==> src/rtl/port_arb_pkg.sv <==
// Shared constants and types for the output-port arbiter.
package port_arb_pkg;

  localparam int unsigned NumPorts = 5;

  // Port index and flit type field widths (fields are WIDTH+1 bits).
  localparam int unsigned PORTW = 2;
  localparam int unsigned TYPEW = 1;

  localparam logic [TYPEW:0] TYPE_HEAD     = 2'd0;
  localparam logic [TYPEW:0] TYPE_BODY     = 2'd1;
  localparam logic [TYPEW:0] TYPE_TAIL     = 2'd2;
  localparam logic [TYPEW:0] TYPE_HEADTAIL = 2'd3;

  localparam logic Enable  = 1'b1;
  localparam logic Disable = 1'b0;

  typedef enum logic {
    ArbIdle   = 1'b0,
    ArbLocked = 1'b1
  } arb_state_e;

  // Next input index with wrap 4 -> 0.
  function automatic logic [2:0] rr_next(input logic [2:0] idx);
    return (idx >= 3'd4) ? 3'd0 : idx + 3'd1;
  endfunction

endpackage

==> src/rtl/rr_pick.sv <==
// Round-robin search: first eligible input at or after ptr_i, wrapping 4 -> 0.
module rr_pick
  import port_arb_pkg::*;
(
  input  logic [NumPorts-1:0] elig_i,
  input  logic [2:0]          ptr_i,
  output logic                found_o,
  output logic [2:0]          winner_o
);

  logic [3:0] idx;
  logic       hit;

  // Scan the five candidates in priority order starting at the pointer.
  always_comb begin
    idx      = '0;
    hit      = 1'b0;
    winner_o = '0;
    for (int k = 0; k < NumPorts; k++) begin
      idx = {1'b0, ptr_i} + 4'(k);
      if (idx >= 4'd5) begin
        idx = idx - 4'd5;
      end
      if (!hit && elig_i[idx]) begin
        hit      = 1'b1;
        winner_o = idx[2:0];
      end
    end
    found_o = hit;
  end

endmodule

==> src/rtl/port_arb.sv <==
// Wormhole output-port arbiter: round-robin grant, held until the owner's tail flit.
module port_arb
  import port_arb_pkg::*;
#(
  parameter int unsigned PORTID   = 0,
  parameter int unsigned ROUTERID = 0  // debug tag only
) (
  input  logic           clk,
  input  logic           rst_,
  input  logic           req_0,
  input  logic           req_1,
  input  logic           req_2,
  input  logic           req_3,
  input  logic           req_4,
  input  logic [PORTW:0] port_0,
  input  logic [PORTW:0] port_1,
  input  logic [PORTW:0] port_2,
  input  logic [PORTW:0] port_3,
  input  logic [PORTW:0] port_4,
  input  logic           ivalid_0,
  input  logic           ivalid_1,
  input  logic           ivalid_2,
  input  logic           ivalid_3,
  input  logic           ivalid_4,
  input  logic [TYPEW:0] itype_0,
  input  logic [TYPEW:0] itype_1,
  input  logic [TYPEW:0] itype_2,
  input  logic [TYPEW:0] itype_3,
  input  logic [TYPEW:0] itype_4,
  output logic           grt_0,
  output logic           grt_1,
  output logic           grt_2,
  output logic           grt_3,
  output logic           grt_4,
  output logic [2:0]     owner,
  output logic           busy
);

  localparam logic [PORTW:0] PortSel = PORTID[PORTW:0];

  arb_state_e          state_q, state_d;
  logic [2:0]          owner_q, owner_d;
  logic [2:0]          rr_q, rr_d;
  logic [NumPorts-1:0] grt_q, grt_d;
  logic                busy_q, busy_d;

  logic [NumPorts-1:0] req_v, ivalid_v, elig;
  logic [PORTW:0]      port_v  [NumPorts];
  logic [TYPEW:0]      itype_v [NumPorts];

  logic [NumPorts-1:0] pick_mask;
  logic [2:0]          pick_ptr;
  logic                pick_found;
  logic [2:0]          pick_winner;
  logic                own_tail, tail_rel;

  assign req_v    = {req_4, req_3, req_2, req_1, req_0};
  assign ivalid_v = {ivalid_4, ivalid_3, ivalid_2, ivalid_1, ivalid_0};
  assign port_v   = '{port_0, port_1, port_2, port_3, port_4};
  assign itype_v  = '{itype_0, itype_1, itype_2, itype_3, itype_4};

  // An input competes only when it requests and targets this port.
  always_comb begin
    elig = '0;
    for (int i = 0; i < NumPorts; i++) begin
      elig[i] = (req_v[i] == Enable) && (port_v[i] == PortSel);
    end
  end

  // Only the owner's tail flit ends the packet; other inputs' flits are ignored.
  assign own_tail = ivalid_v[owner_q] &&
                    ((itype_v[owner_q] == TYPE_TAIL) || (itype_v[owner_q] == TYPE_HEADTAIL));
  assign tail_rel = (state_q == ArbLocked) && own_tail;

  // On release the outgoing owner is excluded and the search starts just past it.
  always_comb begin
    pick_mask = elig;
    pick_ptr  = rr_q;
    if (state_q == ArbLocked) begin
      pick_mask = elig & ~(5'b00001 << owner_q);
      pick_ptr  = rr_next(owner_q);
    end
  end

  rr_pick u_rr_pick (
    .elig_i   (pick_mask),
    .ptr_i    (pick_ptr),
    .found_o  (pick_found),
    .winner_o (pick_winner)
  );

  // Next-state and next-output logic; default is to hold everything.
  always_comb begin
    state_d = state_q;
    owner_d = owner_q;
    rr_d    = rr_q;
    grt_d   = grt_q;
    busy_d  = busy_q;
    unique case (state_q)
      ArbIdle: begin
        if (pick_found) begin
          state_d = ArbLocked;
          owner_d = pick_winner;
          grt_d   = 5'b00001 << pick_winner;
          busy_d  = 1'b1;
        end
      end
      ArbLocked: begin
        if (tail_rel) begin
          rr_d = rr_next(owner_q);
          if (pick_found) begin
            owner_d = pick_winner;
            grt_d   = 5'b00001 << pick_winner;
          end else begin
            state_d = ArbIdle;
            owner_d = '0;
            grt_d   = '0;
            busy_d  = 1'b0;
          end
        end
      end
      default: begin
        state_d = ArbIdle;
      end
    endcase
  end

  // State and registered outputs with synchronous active-low reset.
  always_ff @(posedge clk) begin
    if (!rst_) begin
      state_q <= ArbIdle;
      owner_q <= '0;
      rr_q    <= '0;
      grt_q   <= '0;
      busy_q  <= 1'b0;
    end else begin
      state_q <= state_d;
      owner_q <= owner_d;
      rr_q    <= rr_d;
      grt_q   <= grt_d;
      busy_q  <= busy_d;
    end
  end

  assign grt_0 = grt_q[0];
  assign grt_1 = grt_q[1];
  assign grt_2 = grt_q[2];
  assign grt_3 = grt_q[3];
  assign grt_4 = grt_q[4];
  assign owner = owner_q;
  assign busy  = busy_q;

endmodule

==> config.mk <==
export PLATFORM = sky130hd
export DESIGN_NAME = port_arb
export DESIGN_NICKNAME = d
export VERILOG_FILES = /design/src/rtl/port_arb_pkg.sv /design/src/rtl/rr_pick.sv /design/src/rtl/port_arb.sv
export SDC_FILE = /design/constraint.sdc
export NUM_CORES = 1
export LEC_CHECK = 0
export ABC_CLOCK_PERIOD_IN_PS = 5600
export CORE_UTILIZATION = 40
export CTS_CLUSTER_SIZE = 10
export DETAILED_ROUTE_END_ITERATION = 8
export PLACE_DENSITY = 0.62
export SYNTH_ARGS = -nofsm -noshare
export SYNTH_HDL_FRONTEND = slang
export SYNTH_SLANG_ARGS = --single-unit
==> constraint.sdc <==
create_clock -name clk -period 5.6 [get_ports clk]
set_input_delay 0.56 -clock clk [delete_from_list [all_inputs] [get_ports clk]]
set_output_delay 0.56 -clock clk [all_outputs]
set_load 0.03 [all_outputs]
## Yosys cells after proc, flatten, opt, wreduce, memory -nomap -nowiden

Index checks and enable logic that the tools add are counted.

- Bitwise logic cells: 4
- Muxes and demuxes: 48
- Magnitude comparators: 13
- Add/subtract/negate cells: 10
- Equality and inequality tests: 5
- Shifts and indexed selects: 2
- Reductions and logical operators: 24

Operators by type and width:

| cell | count |
|---|---|
| 3-bit two-way mux | 10 |
| 4-bit < comparator, second input constant | 5 |
| 4-bit two-way mux | 5 |
| 5-bit two-way mux | 4 |
| 1-bit binary-select mux with 3-bit select | 6 |
| 4-bit by 3-bit >= comparator with 1-bit output, second input constant | 4 |
| 1-bit two-way mux | 16 |
| 4-bit by 3-bit subtractor with 4-bit output, second input constant | 4 |
| 3-bit logical NOT | 5 |
| 1-bit logical AND | 11 |
| 5-bit case mux with 2 select lines | 1 |
| 1-bit by 3-bit << shifter with 5-bit output, first input constant | 2 |
| 3-bit by 2-bit adder with 4-bit output, second input constant | 2 |
| 2-bit binary-select mux with 3-bit select | 1 |
| 3-bit >= comparator, second input constant | 2 |
| 3-bit case mux with 2 select lines | 1 |
| 5-bit bitwise AND | 1 |
| 5-bit NOT | 1 |
| 3-bit by 1-bit adder with 4-bit output, second input constant | 1 |
| 3-bit by 3-bit adder with 4-bit output, second input constant | 1 |
| 2-bit equality test, second input constant | 2 |
| 4-bit >= comparator, second input constant | 1 |
| 1-bit logical NOT | 4 |
| 3-bit by 4-bit < comparator with 1-bit output, second input constant | 1 |
| 11 further kinds | 15 |

- Input port bits: 37
- Logic and storage cells: 111
- Register bits: 13

## Depth between registers and ports, before layout

- Depth in word-level cells: 24
- Gate-level depth with buffers: 18
- Depth with buffers taken out: 17

## Hierarchy

A second synthesis with hierarchy kept.

- Cells, all modules: 228
- Area, all modules: 1846.8 um^2

By module, submodules not included:

| module | cells an instance | area an instance (um^2) | instances | seq. area each (um^2) |
|---|---|---|---|---|
| rr_pick | 135 | 998.5 | 1 | 0.0 |
| port_arb | 93 | 848.3 | 1 | 260.2 |

## Worst setup path after synthesis

OpenSTA, ideal clock, no wires.

- Path type: reg2reg
- Start point: register owner_q[2] (netlist: owner[2])
- End point: register grt_q[3]
- Arrival time: 4472 ps
- Cell stages (with the launch flop): 16
- Period minus slack after synthesis: 4589 ps
- Path slack: 1011 ps
- Path buffers: 1
- Path through: dfxtp_1 > clkbuf_1 > inv_1 > ha_1 > nor3b_4 > nor2_1 > inv_1 > fa_1 > a21oi_1 > a211oi_1 > o41ai_4 > nand2_1 > or4b_1 > a31o_1 > and2_4 > a32o_1

- Word-level cells in the longest chain between the ends: 24
- Elaborated cells between the ends (all ways): 74
- Those cells by class: add/sub: 10; order compare: 6; eq/ne: 4; shift: 2; mux: 37; bitwise: 3; reduce/logical: 12

RTL lines:

| item | line | source |
|---|---|---|
| from (decl) | port_arb.sv:42 | `logic [2:0] owner_q, owner_d;` |
| from (signal assigned) | port_arb.sv:138 | `owner_q <= owner_d;` |
| parallel branches: the longest is 24 deep, another holds 3-bit by 1-bit adder with 4-bit output | - |  |
| to (signal assigned) | port_arb.sv:140 | `grt_q <= grt_d;` |
| to (decl) | port_arb.sv:44 | `logic [NumPorts-1:0] grt_q, grt_d;` |

Parallel ways; which one is timed is not known. The select of a mux whose other input is x is not followed.
A chain may end at the register's enable or synchronous reset.

## Worst setup path in the final report

- Start point: register owner_q[0] (netlist: owner[0])
- End point: register grt_q[3]

Same word-level chain as after synthesis.

==> results.toml <==
[power]
irDropWorstVdd_mv = 0.325
sw_frac_of_total = 0.544
power.total_uw = 1190
p_leak_uw = 0.000935
seq_power_share = 0.132
power_density_nw_per_um2 = 460
p_switching_uw = 645
p_clk_frac = 0.070
pwr-share-comb = 0.798
internal_power_uw = 540

[logic_synthesis]
synth_cells = 266
synthAdderAreaFrac = 0.0890
synth_nets = 317
muxShareOfSynthArea = 0.0299
synth_edf_count = 0
synth.most_common_cell = "nand2_1"
synth_top_area_cell = "dfxtp_1"
netlist_area_um2 = 2050
synth_seq_area_share = 0.127
synth-simple-area-share = 0.325
synth_top_area_frac = 0.127
synth_cell_type_count = 78
ys_seq_elements = 13
ys.flop_type = "dfxtp_1"
yosys_warnings = 0
synthTopCellsByCount = "nand2_1 (23), inv_1 (15), dfxtp_1 (13), ha_1 (13), nand3_1 (12)"
yosys.area_share.xor_xnor = 0.0128
avgSynthCellArea_um2 = 7.72
synth_compound_area_frac = 0.367
synth_top_family_by_area = "compound AO/OA/AOI/OAI gates"
synthTopCellsByArea = "dfxtp_1 (13%), ha_1 (7.9%), nand2_1 (4.2%)"
async_reset_ff_frac = 0

[finish]
multi_input_area_um2 = 1690
antenna_cells = 0
nNetsFinal = 358
syn_to_final_growth_pct = 25.6
register_area_um2 = 260
drive_above_1_share = 0.101
fill_cells = 477

[setup_path]
r2r_setup_slack_ns = 0.78
crit_fanout = 10
worstSetupPathType = "reg2reg"
timing.rr.end = "grt_q[3]$_SDFFE_PN0P_"
crit_start = "owner[0]$_SDFFE_PN0P_"
start_kind = "register"
crit_cells = 14
critPathTopFamily = "compound AO/OA/AOI/OAI gates"
slowest_delay_ns = 0.54
crit_arrival_ns = 4.96
required_ns = 5.73
setup.worst_path.end = "grt_q[3]$_SDFFE_PN0P_"
r2r_cells = 14
crit_path_frequent_cell = "ha_1"
path_cells = "ha_1 -> ha_1 -> nor3b_4 -> nor2_1 -> inv_1 -> fa_1 -> a21oi_1 -> a211oi_1 -> o41ai_4 -> nand2_1 -> or4b_1 -> a31o_1 -> and2_4 -> a32o_1"
end_kind = "register"
slowest_stage = "o41ai_4"
crit_buf_inv = 1
r2r_start = "owner[0]$_SDFFE_PN0P_"

[sta]
final.setup_skew_ns = 0.00205
max_slew.worst_pin.slew_ns = 0.778
period_share = 0.861
slew_headroom = 0.474
setup_viol = 0
max_freq_mhz = 207
final-hold-violation-count = 0
timing.final.crit_period_ns = 4.82
slew_viol_final = 0
fin_setup_tns_ns = 0
rsz0062_at_grt = "false"

[floorplan]
die_h_um = 73.6
core.rowCount = 25
die_width_um = 73.6
die_area_um2 = 5420
core_um2 = 4820
io_pins = 46
start_util = 0.426

[clock_tree]
cts_setup_buffers = 0
cts_resized = 0
cts_root_buf = "clkbuf_8"
cts_buffers = 3
h-tree-depth = 1
ctsHoldBuffers = 0
clock_latency_ns = 0.24
clock_sinks = 13
tritoncts = "built"
clock_path_buffers = 2
clkTransAtPathRegs_ns = 0.05

[global_routing]
antenna_found_initial = 0
grt_pass1_wl_um = 10100
track_usage = 0.239
grt_max_degree = 20
grt.overflow.total = 0
first_global_vias = 2095

[route]
vias = 2323
drt_iter0_drc = 195
wl_um = 6170
antenna_left = 0
via_per_inst = 6.23
first_pass_iters = 5
drc = 0
wl_per_cell_um = 16.5

[worst_hold_path]
worstHoldPathType = "reg2reg"

[place]
hpwl_um = 4810
place.gp.congestion = 0.881
io_buffers = 40

[run]
drv_cap = 0

[run_status]
status = "finished, final reports clean"
## power by group through the flow
| stage | registers, µW | logic, µW | clock network, µW |
|---|---|---|---|
| 2_1_floorplan | 177 | 670 | 0 |
| 3_3_place_gp | 157 | 932 | 0 |
| 3_5_place_dp | 158 | 926 | 0 |
| 4_1_cts | 157 | 934 | 85.7 |
| 5_1_grt | 162 | 1030 | 91.8 |
| 6_report | 156 | 946 | 83.3 |
## cells by family after synthesis
kind of cell	count (synthesis)
and+or+nand+nor	112
AOI/OAI and AO/OA	93
buffers and inverters	25
muxes	6
xor gates and xnor gates	3
DFF	13
adders and majority gates	14
## metal layers
metal,GRT usage,up-vias,wire length [µm]
li1,-,1124,-
met1,0.327,1060,2890
met2,0.392,122,2770
met3,0.0165,17,344
met4,0.0897,0,161
met5,0,-,0
## sequential cells by signal, indices dropped and copies added, names as in the netlist
name,flops
busy,1
grt_q,5
owner,3
rr_q,3
state_q,1
## worst register-to-register path: stages (launching register included)
cell,delay [ns]
dfxtp_1,0.43
ha_1,0.26
ha_1,0.35
nor3b_4,0.09
nor2_1,0.38
inv_1,0.20
fa_1,0.50
a21oi_1,0.44
a211oi_1,0.16
o41ai_4,0.54
nand2_1,0.17
or4b_1,0.52
a31o_1,0.25
and2_4,0.17
a32o_1,0.24
## cell type report
cell class,instances,area share
timing repair buffer,45,0.170
clock buffer,4,0.0175
tap,67,0.0325
sequential,13,0.101
inverter,16,0.0233
multi-input combinational,228,0.656
## cell usage in the layout (no fill, tap or decap), types with 8 or more instances in the layout
| master | Yosys | layout |
|---|---|---|
| clkdlybuf4s50_1 | 0 | 40 |
| ha_1 | 13 | 13 |
| a21oi_1 | 11 | 11 |
| dfxtp_1 | 13 | 13 |
| inv_1 | 15 | 15 |
| nand2_1 | 23 | 23 |
| nand3_1 | 12 | 12 |
| o21ai_0 | 8 | 8 |
| nor2_1 | 11 | 11 |
| o211ai_1 | 8 | 8 |
## per-stage QoR
stage / setup slack (ns) / std cells / hold slack, ns / instance area (µm²) / util
6_report: 0.778 / 373 / 0.465 / 2580 / 0.535
5_1_grt: 0.482 / 373 / 0.489 / 2580 / 0.535
4_1_cts: 0.794 / 373 / 0.472 / 2580 / 0.535
3_5_place_dp: 0.815 / 369 / 0.459 / 2530 / 0.526
3_3_place_gp: 0.859 / 369 / 0.457 / 2530 / 0.526
2_1_floorplan: 1.01 / 266 / 0.452 / 2050 / -
## how the worst min path moves through the flow
stage,from,end,slack [ns],cells past startpoint
6_report,grt_q[1]$_SDFFE_PN0P_,grt_q[1]$_SDFFE_PN0P_,0.47,2
5_1_grt,grt_q[2]$_SDFFE_PN0P_,grt_q[2]$_SDFFE_PN0P_,0.49,1
4_1_cts,grt_q[1]$_SDFFE_PN0P_,grt_q[1]$_SDFFE_PN0P_,0.47,2
3_5_place_dp,grt_q[3]$_SDFFE_PN0P_,grt_q[3]$_SDFFE_PN0P_,0.46,1
3_3_place_gp,grt_q[3]$_SDFFE_PN0P_,grt_q[3]$_SDFFE_PN0P_,0.46,1
2_1_floorplan,rr_q[0]$_SDFFE_PN0P_,rr_q[0]$_SDFFE_PN0P_,0.45,2
Note: power is estimated with default switching activity, not from simulation.
